`config.mk`:
```
export PLATFORM = sky130hd
export DESIGN_NAME = fsm_rr_arbiter_flat
export DESIGN_NICKNAME = d
export VERILOG_FILES = /design/src/rtl/fsm_rr_arbiter_if.sv /design/src/rtl/fsm_rr_arbiter.sv /design/src/flat_wrapper.sv
export SDC_FILE = /design/constraint.sdc
export NUM_CORES = 1
export LEC_CHECK = 0
export ABC_AREA = 1
export BUFFER_PORTS_ARGS = -buffer_cell sky130_fd_sc_hd__clkbuf_2
export CAP_MARGIN = 20
export CORE_MARGIN = 2
export CORE_UTILIZATION = 45
export DETAILED_ROUTE_END_ITERATION = 8
export GPL_TIMING_DRIVEN = 0
export PLACE_DENSITY_LB_ADDON = 0.1
export SYNTH_ARGS = -nofsm -noshare
export SYNTH_HDL_FRONTEND = slang
export SYNTH_SLANG_ARGS = --single-unit
```
`constraint.sdc`:
```
create_clock -name clk -period 1.6 [get_ports clk]
set_clock_uncertainty 0.05 [all_clocks]
set_input_delay 0.32 -clock clk [delete_from_list [all_inputs] [get_ports clk]]
set_output_delay 0.32 -clock clk [all_outputs]
set_load 0.05 [all_outputs]
```
`src/rtl/fsm_rr_arbiter_if.sv`:
```
// Handshake bundle between requesters and the round-robin arbiter that owns the shared FSM input.
interface fsm_rr_arbiter_if #(
  parameter int unsigned N = 4
);
  localparam int unsigned OW = $clog2(N);

  logic [N-1:0]  req;
  logic          done;
  logic [N-1:0]  grant;
  logic [OW-1:0] owner;
  logic          busy;
  logic          timeout;

  modport master (
    output req,
    output done,
    input  grant,
    input  owner,
    input  busy,
    input  timeout
  );

  modport slave (
    input  req,
    input  done,
    output grant,
    output owner,
    output busy,
    output timeout
  );
endinterface

```
`src/rtl/fsm_rr_arbiter.sv`:
```
// Round-robin arbiter granting exclusive use of a shared serial-input FSM to one of N requesters.
// Optional hold-time limit with forced release is enabled by defining ARB_TIMEOUT_EN.
module fsm_rr_arbiter #(
  parameter int unsigned N        = 4,
  parameter int unsigned MAX_HOLD = 16
) (
  input  logic             clk,
  input  logic             reset,
  fsm_rr_arbiter_if.slave  arb
);

  localparam int unsigned OW = $clog2(N);

  if (N < 2 || N > 8 || MAX_HOLD < 2) begin : g_bad_param
    $error("fsm_rr_arbiter: N must be 2..8 and MAX_HOLD >= 2");
  end

  typedef enum logic [1:0] {
    S_IDLE  = 2'd0,
    S_GRANT = 2'd1,
    S_GAP   = 2'd2
  } state_t;

  state_t        state_q, state_d;
  logic [N-1:0]  grant_q, grant_d;
  logic [OW-1:0] owner_q, owner_d;
  logic [OW-1:0] ptr_q,   ptr_d;
  logic          busy_q,  busy_d;
  logic          timeout_q, timeout_d;

  logic          pick_vld_c;
  logic [OW-1:0] pick_c;
  logic          tmo_hit_c;
  logic          norm_rel_c;
  logic          release_c;
  logic          forced_c;

  // First pending requester at or after the round-robin pointer, wrapping modulo N.
  always_comb begin
    int unsigned idx;
    pick_vld_c = 1'b0;
    pick_c     = '0;
    idx        = 0;
    for (int unsigned k = 0; k < N; k++) begin
      idx = (32'(ptr_q) + k) % N;
      if (!pick_vld_c && arb.req[OW'(idx)]) begin
        pick_vld_c = 1'b1;
        pick_c     = OW'(idx);
      end
    end
  end

`ifdef ARB_TIMEOUT_EN
  localparam int unsigned HW = $clog2(MAX_HOLD) + 1;

  logic [HW-1:0] hold_q, hold_d;

  assign tmo_hit_c = (hold_q == HW'(MAX_HOLD - 1));

  // Cycles spent in GRANT; cleared on entry so the grant stays up exactly MAX_HOLD cycles.
  always_comb begin
    hold_d = '0;
    if (state_q == S_GRANT && !release_c) begin
      hold_d = (hold_q == '1) ? hold_q : hold_q + HW'(1);
    end
  end

  always_ff @(posedge clk) begin
    if (reset) begin
      hold_q <= '0;
    end else begin
      hold_q <= hold_d;
    end
  end
`else
  assign tmo_hit_c = 1'b0;
`endif

  assign norm_rel_c = arb.done || !arb.req[owner_q];
  assign release_c  = norm_rel_c || tmo_hit_c;
  // A limit hit that coincides with a normal release is reported as a normal release.
  assign forced_c   = tmo_hit_c && !norm_rel_c;

  always_comb begin
    state_d   = state_q;
    grant_d   = grant_q;
    owner_d   = owner_q;
    ptr_d     = ptr_q;
    busy_d    = busy_q;
    timeout_d = 1'b0;

    case (state_q)
      S_IDLE: begin
        if (pick_vld_c) begin
          state_d = S_GRANT;
          grant_d = N'(1) << pick_c;
          owner_d = pick_c;
          busy_d  = 1'b1;
        end
      end

      S_GRANT: begin
        if (release_c) begin
          state_d   = S_GAP;
          grant_d   = '0;
          busy_d    = 1'b0;
          ptr_d     = (owner_q == OW'(N - 1)) ? '0 : owner_q + OW'(1);
          timeout_d = forced_c;
        end
      end

      S_GAP: begin
        state_d = S_IDLE;
      end

      default: begin
        state_d = S_IDLE;
        grant_d = '0;
        busy_d  = 1'b0;
      end
    endcase
  end

  always_ff @(posedge clk) begin
    if (reset) begin
      state_q   <= S_IDLE;
      grant_q   <= '0;
      owner_q   <= '0;
      ptr_q     <= '0;
      busy_q    <= 1'b0;
      timeout_q <= 1'b0;
    end else begin
      state_q   <= state_d;
      grant_q   <= grant_d;
      owner_q   <= owner_d;
      ptr_q     <= ptr_d;
      busy_q    <= busy_d;
      timeout_q <= timeout_d;
    end
  end

  assign arb.grant   = grant_q;
  assign arb.owner   = owner_q;
  assign arb.busy    = busy_q;
  assign arb.timeout = timeout_q;

endmodule

```
`src/flat_wrapper.sv`:
```
// flat-port wrapper written by rule: the top's interface ports become plain ports
module fsm_rr_arbiter_flat 
#(
  parameter int unsigned N        = 4,
  parameter int unsigned MAX_HOLD = 16
)
  (clk, reset, arb_req, arb_done, arb_grant, arb_owner, arb_busy, arb_timeout);
  fsm_rr_arbiter_if #(.N(N)) arb_i ();
  input  logic clk;
  input  logic reset;
  input wire logic [$bits(arb_i.req)-1:0] arb_req;
  input wire logic [$bits(arb_i.done)-1:0] arb_done;
  output wire logic [$bits(arb_i.grant)-1:0] arb_grant;
  output wire logic [$bits(arb_i.owner)-1:0] arb_owner;
  output wire logic [$bits(arb_i.busy)-1:0] arb_busy;
  output wire logic [$bits(arb_i.timeout)-1:0] arb_timeout;
  assign arb_i.req = arb_req;
  assign arb_i.done = arb_done;
  assign arb_grant = arb_i.grant;
  assign arb_owner = arb_i.owner;
  assign arb_busy = arb_i.busy;
  assign arb_timeout = arb_i.timeout;
  fsm_rr_arbiter #(.N(N), .MAX_HOLD(MAX_HOLD)) u_core (.clk(clk), .reset(reset), .arb(arb_i));
endmodule
```
Word-level counts from Yosys, hierarchy flattened
Index checks and enable logic that the tools add are counted. Widths: inputs -> output; s select.

Add/sub/neg operators: 4. Order comparisons: 5. Eq/ne operators: 5. Shift-type cells: 1. Multiplexer cells: 28. Bitwise gates (word level): 1. Reductions and logical operators: 13.

Operators by type and width (count): $lt 2x3->1 const B (5); $mux 2 (7); $pmux 4 s3 (1); $mux 1 (11); $bmux 1 s2 (5); $mux 4 (2); $reduce_and 2->1 (3); $add 2x1->2 const B (2); $add 2x2->2 const B (2); $eq 2x2->1 const B (2); $logic_not 1->1 (4); $ne 2x1->1 const B (2); $pmux 2 s2 (1); $shl 1x2->4 const A (1); $logic_and 1x1->1 (3); $pmux 1 s3 (1); $reduce_and 3->1 (1); $eq 2x1->1 const B (1); $logic_not 2->1 (1); $logic_or 1x1->1 (1); $not 1->1 (1).

Register bits after elaboration: 11. Input bits: 7. Output and inout bits: 8. Word-level logic and storage cells: 62.

Logic depth before layout (Yosys ltp)
Depth after elaboration: 15. Depth in mapped cells: 14. Mapped depth without buffers: 13.

Worst setup path after synthesis
No wires, ideal clock.

Kind: register -> register. From: register u_core.owner_q[0] (netlist: u_core.arb.owner[0]). To: register u_core.grant_q[1] (netlist: u_core.arb.grant[1]). Setup time: 0.070 ns. Data arrival time: 1.567 ns. Data required time: 1.480 ns. Slack: -0.087 ns. Cell stages (with the launch flop): 9. Buffers on the path: 0. Clock period less this slack: 1.687 ns. Cell sequence: dfxtp_1 > inv_1 > nand2_1 > nand2_1 > o21ai_1 > nand2_1 > o21ai_4 > nand3_1 > a21oi_1.

Longest elaborated chain between the ends: 6.

RTL lines: start, declared (RTL line fsm_rr_arbiter.sv:26) `logic [OW-1:0] owner_q, owner_d;`; start signal, assigned (RTL line fsm_rr_arbiter.sv:135) `owner_q <= owner_d;`; $bmux 1 s2 (RTL line fsm_rr_arbiter.sv:79) `assign norm_rel_c = arb.done || !arb.req[owner_q];`; $mux 1 (not written as such) (RTL line fsm_rr_arbiter.sv:79); $logic_not 1->1 (RTL line fsm_rr_arbiter.sv:79); $logic_or 1x1->1 (RTL line fsm_rr_arbiter.sv:79); $ne 2x1->1 (no line); $reduce_and 3->1 (no line); end signal, assigned (RTL line fsm_rr_arbiter.sv:134) `grant_q <= grant_d;`; end, declared (RTL line fsm_rr_arbiter.sv:25) `logic [N-1:0] grant_q, grant_d;`.

No other way between the ends. The select of a mux whose other input is x is not followed. A chain may end at the register's enable or synchronous reset.

Worst setup path in the final report
From: register u_core.ptr_q[0]. To: register u_core.grant_q[0] (netlist: u_core.arb.grant[0]).

Longest elaborated chain between the ends: 15. Elaborated cells between the ends (all ways): 30. Those cells by class: add/sub: 3; eq/ne: 1; shift: 1; mux: 18; reduce/logical: 7.

RTL lines: start, declared (RTL line fsm_rr_arbiter.sv:27) `logic [OW-1:0] ptr_q, ptr_d;`; start signal, assigned (RTL line fsm_rr_arbiter.sv:136) `ptr_q <= ptr_d;`; parallel branches: the longest is 15 deep, another holds $add 2x1->2.

Several ways; the timed one is not identified. The select of a mux whose other input is x is not followed.

==> results.md <==
- Outcome: finished with violations
- Failing checks: negative setup slack
- Maxcap violations: 0
- Reg2reg end: u_core.arb.grant[0]
- DR WL/cell: ~12 um
- Main area contributors after synthesis: dfxtp_1, nand2_1, nand2_2
- Clk buf depth: 2
- Final RePlAce weighted congestion: 0.8331
- Synth Net Count: 135
- GRT overflow: 0
- Cell with the most instances after synthesis: nand2_1
- CTS Root Cell: clkbuf_4
- Clock Latency Late Sink: roughly 0.28 ns
- Switching power total: 0.001331 W
- Clk slew on worst S/H paths: about 0.080 ns
- Post-synth EDFFs: 0
- First-pass DRT Iterations: 4
- Crit path launch: u_core.ptr_q[0]
- Worst Path Required: 1.72 ns
- Worst Hold Slack: 0.2838 ns
- Final Hold Viols: 0
- Async SR Flop Fraction: 0
- Clock sink count: 11
- Core box area: 0.001727 mm2
- Leak: approximately 0.54 nW
- Unrepaired setup endpoints after global routing: yes
- Logic pwr share: 0.721
- Critical path, cell by cell: buf_8 -> nand2_1 -> nand3_2 -> nand2_2 -> nor2_4 -> nand3_4 -> nand2_8 -> inv_6 -> nand2_4 -> nor2_2 -> nor2_1 -> nor2_1
- Vias per cell: ~5
- Final WL: 2159 um
- First-pass GRT wire length: between 3000 and 4000 um
- Min Tclk post-route: around 1.6 ns
- Internal: 0.001102 W
- Power after layout: 0.002434 W
- Share of cells above drive strength 1: 0.4379
- Reg2Reg Setup Slack: -0.004 ns
- Final Max Tran Viols: 0
- Startpoint types: flop
- Synth Warn #: 0
- Std cell rows: 15
- Antenna cells: 0
- FF+latch count, synth: 11
- CP endpoint kind: flop
- DIE AREA: 0.002197 mm2
- Synth top area share: 0.2663
- Crit share post-route: 1.003
- Post-route ant nets: 0
- Worst Hold Class: in2reg
- Largest area contributor in the netlist: dfxtp_1
- Setup ws final: -0.004132 ns
- Total CTS buffers: 3
- Syn Inst Count: 127
- Top FF cell, synth: dfxtp_1
- Crit path top cell by count: nor2_1
- Io pins: 15
- Crit path largest cell delay: 0.35 ns
- Yosys cell types: 27
- Starting density of the core: 0.4790
- RR Startpoint: u_core.ptr_q[0]
- Switching Share: 0.5470
- Fmax: 623.4 MHz
- Maximum VDD drop: 1.273 mV
- Setup violators final: 1
- Hpwl dp: 1302 um
- Initial antenna violation count: 0
- Critical path's slowest cell: dfxtp_2
- Syn_area_per_cell: roughly 6.5 um2
- Clock power share: 0.081
- P&R area growth vs syn: 31.62%
- Iteration-0 DRC Markers: 18
- Power Dens Cells: 2236 mW/mm2
- GRT Overall Usage: 0.2055
- Commonest cells post-synth: nand2_1, inv_1, nand2_2, dfxtp_1, nand3_1
- DRC viols: 0
- Post-synthesis instance area: 827.0 um2
- CTS tree: built
- Die Wd: 46.87 um
- Pin count of the biggest net entering global routing: 9
- Critical Path Fanout Max: 8
- Reg power frac: 0.198
- Crit path capture: u_core.arb.grant[0]
- Worst EP arrival: 1.72 ns
- WS Path Type: reg2reg
- Seq/Total Area, Yosys: 0.2663
- PortBufs: 12
- H-tree lvl count: 1
- Final net count: about 160
- FF-to-FF path depth: 12
- Detailed-route via count: 873
- Vias in the first global route: 825
- Die H: 46.87 um
-- worst min-delay path by stage --
stage	depth (start not counted)	slack [ns]	startpoint	endpoint
floorplan	3	0.47	arb_done	u_core.state_q[0]
global placement	2	0.40	u_core.arb.busy	u_core.arb.busy
detailed placement	2	0.42	u_core.arb.grant[3]	u_core.arb.grant[3]
CTS	4	0.29	arb_done	u_core.state_q[0]
global route	4	0.30	arb_done	u_core.state_q[0]
finish	4	0.28	arb_done	u_core.state_q[0]
-- layout make-up --
cell class                      instances  area [um2]
Timing Repair inverter                  1       8.758
Clock buffer                            4       26.28
Fill cell                             160       638.1
Timing Repair Buffer                   21       125.1
Multi-Input combinational cell         96       569.3
Tap cell                               25       31.28
Buffer                                  3       26.28
Sequential cell                        11       225.2
Inverter                               17       76.32
-- flip-flops by register name, summed over array words and instances (netlist names) --
register,cells
u_core.arb.busy,1
u_core.arb.grant,4
u_core.arb.owner,2
u_core.ptr_q,2
u_core.state_q,2
-- repair_timing --
action,4_1_cts,5_1_grt
gates cloned,2,0
pin swaps,10,6
buffers inserted,7,1
endpoints found under the setup margin,1,8
gates resized for setup,11,12
hold buffers,0,0
-- kinds of logic after synthesis --
group	Yosys count	share of synthesized area
compound gates	18	0.1316
fa+ha+maj	1	0.01513
simple gates	76	0.4660
other cells	1	0.004534
buf+inv	20	0.1165
flops	11	0.2663
-- placed cells by master, fill, tap and decap left out --
cell type | Yosys | layout
o21ai_2 | 1 | 1
conb_1 | 1 | 1
nor2_1 | 9 | 8
inv_6 | 0 | 2
dfxtp_2 | 0 | 4
nand2_2 | 13 | 15
nand3_4 | 1 | 1
nand2_4 | 1 | 6
nand4_1 | 1 | 1
nor2_4 | 1 | 1
nand2_8 | 1 | 1
nand2_1 | 36 | 29
buf_8 | 0 | 1
a21oi_2 | 1 | 2
buf_4 | 1 | 9
nand3_2 | 0 | 2
o21ai_4 | 1 | 1
nand3_1 | 11 | 9
inv_1 | 14 | 13
ha_1 | 1 | 1
clkbuf_1 | 0 | 1
buf_2 | 0 | 1
nand3b_1 | 1 | 1
inv_8 | 1 | 1
buf_1 | 1 | 1
nor2_2 | 1 | 2
o21ai_0 | 4 | 3
o21ai_1 | 2 | 3
dfxtp_1 | 11 | 7
a21oi_1 | 9 | 8
clkbuf_4 | 0 | 3
inv_2 | 1 | 2
clkbuf_2 | 0 | 12
-- stage by stage --
stage          instance area [um2]  utilization  instances  setup TNS, ns  setup slack [ns]
2_1_floorplan                829.5            -        127              0            0.1293
3_3_place_gp                 920.9       0.5333        164       -0.02359          -0.02359
3_5_place_dp                 920.9       0.5333        164       -0.05334          -0.05334
4_1_cts                       1046       0.6058        177      -0.001708         -0.001708
5_1_grt                       1089       0.6304        178        -0.5821           -0.1339
6_report                      1089       0.6304        178      -0.004132         -0.004132
-- critical path, delay by kind of cell, from the launching register on --
kind / cells / cell delay [ns]
DFF: 1 / 0.35
buffers and inverters: 2 / 0.19
and+or+nand+nor: 10 / 0.90
-- metal layers --
layer / GRT usage / vias up / part of all wire
met1: 0.2447 / 390 / 0.43
met2: 0.3534 / 24 / 0.50
met4: 0.07222 / 0 / 0.027
met3: 0.05769 / 8 / 0.043
met5: 0 / - / 0
li1: - / 451 / -
-- power by group through the flow --
stage	clock, W	combinational (W)	sequential [W]
after floorplan	0	0.000907	0.000687
after global placement	0	0.00134	0.000467
after detailed placement	0	0.00136	0.000473
after CTS	0.000195	0.00161	0.000474
after global routing	0.000208	0.00190	0.000493
final	0.000198	0.00175	0.000481
(Power assumes the default switching activity.)
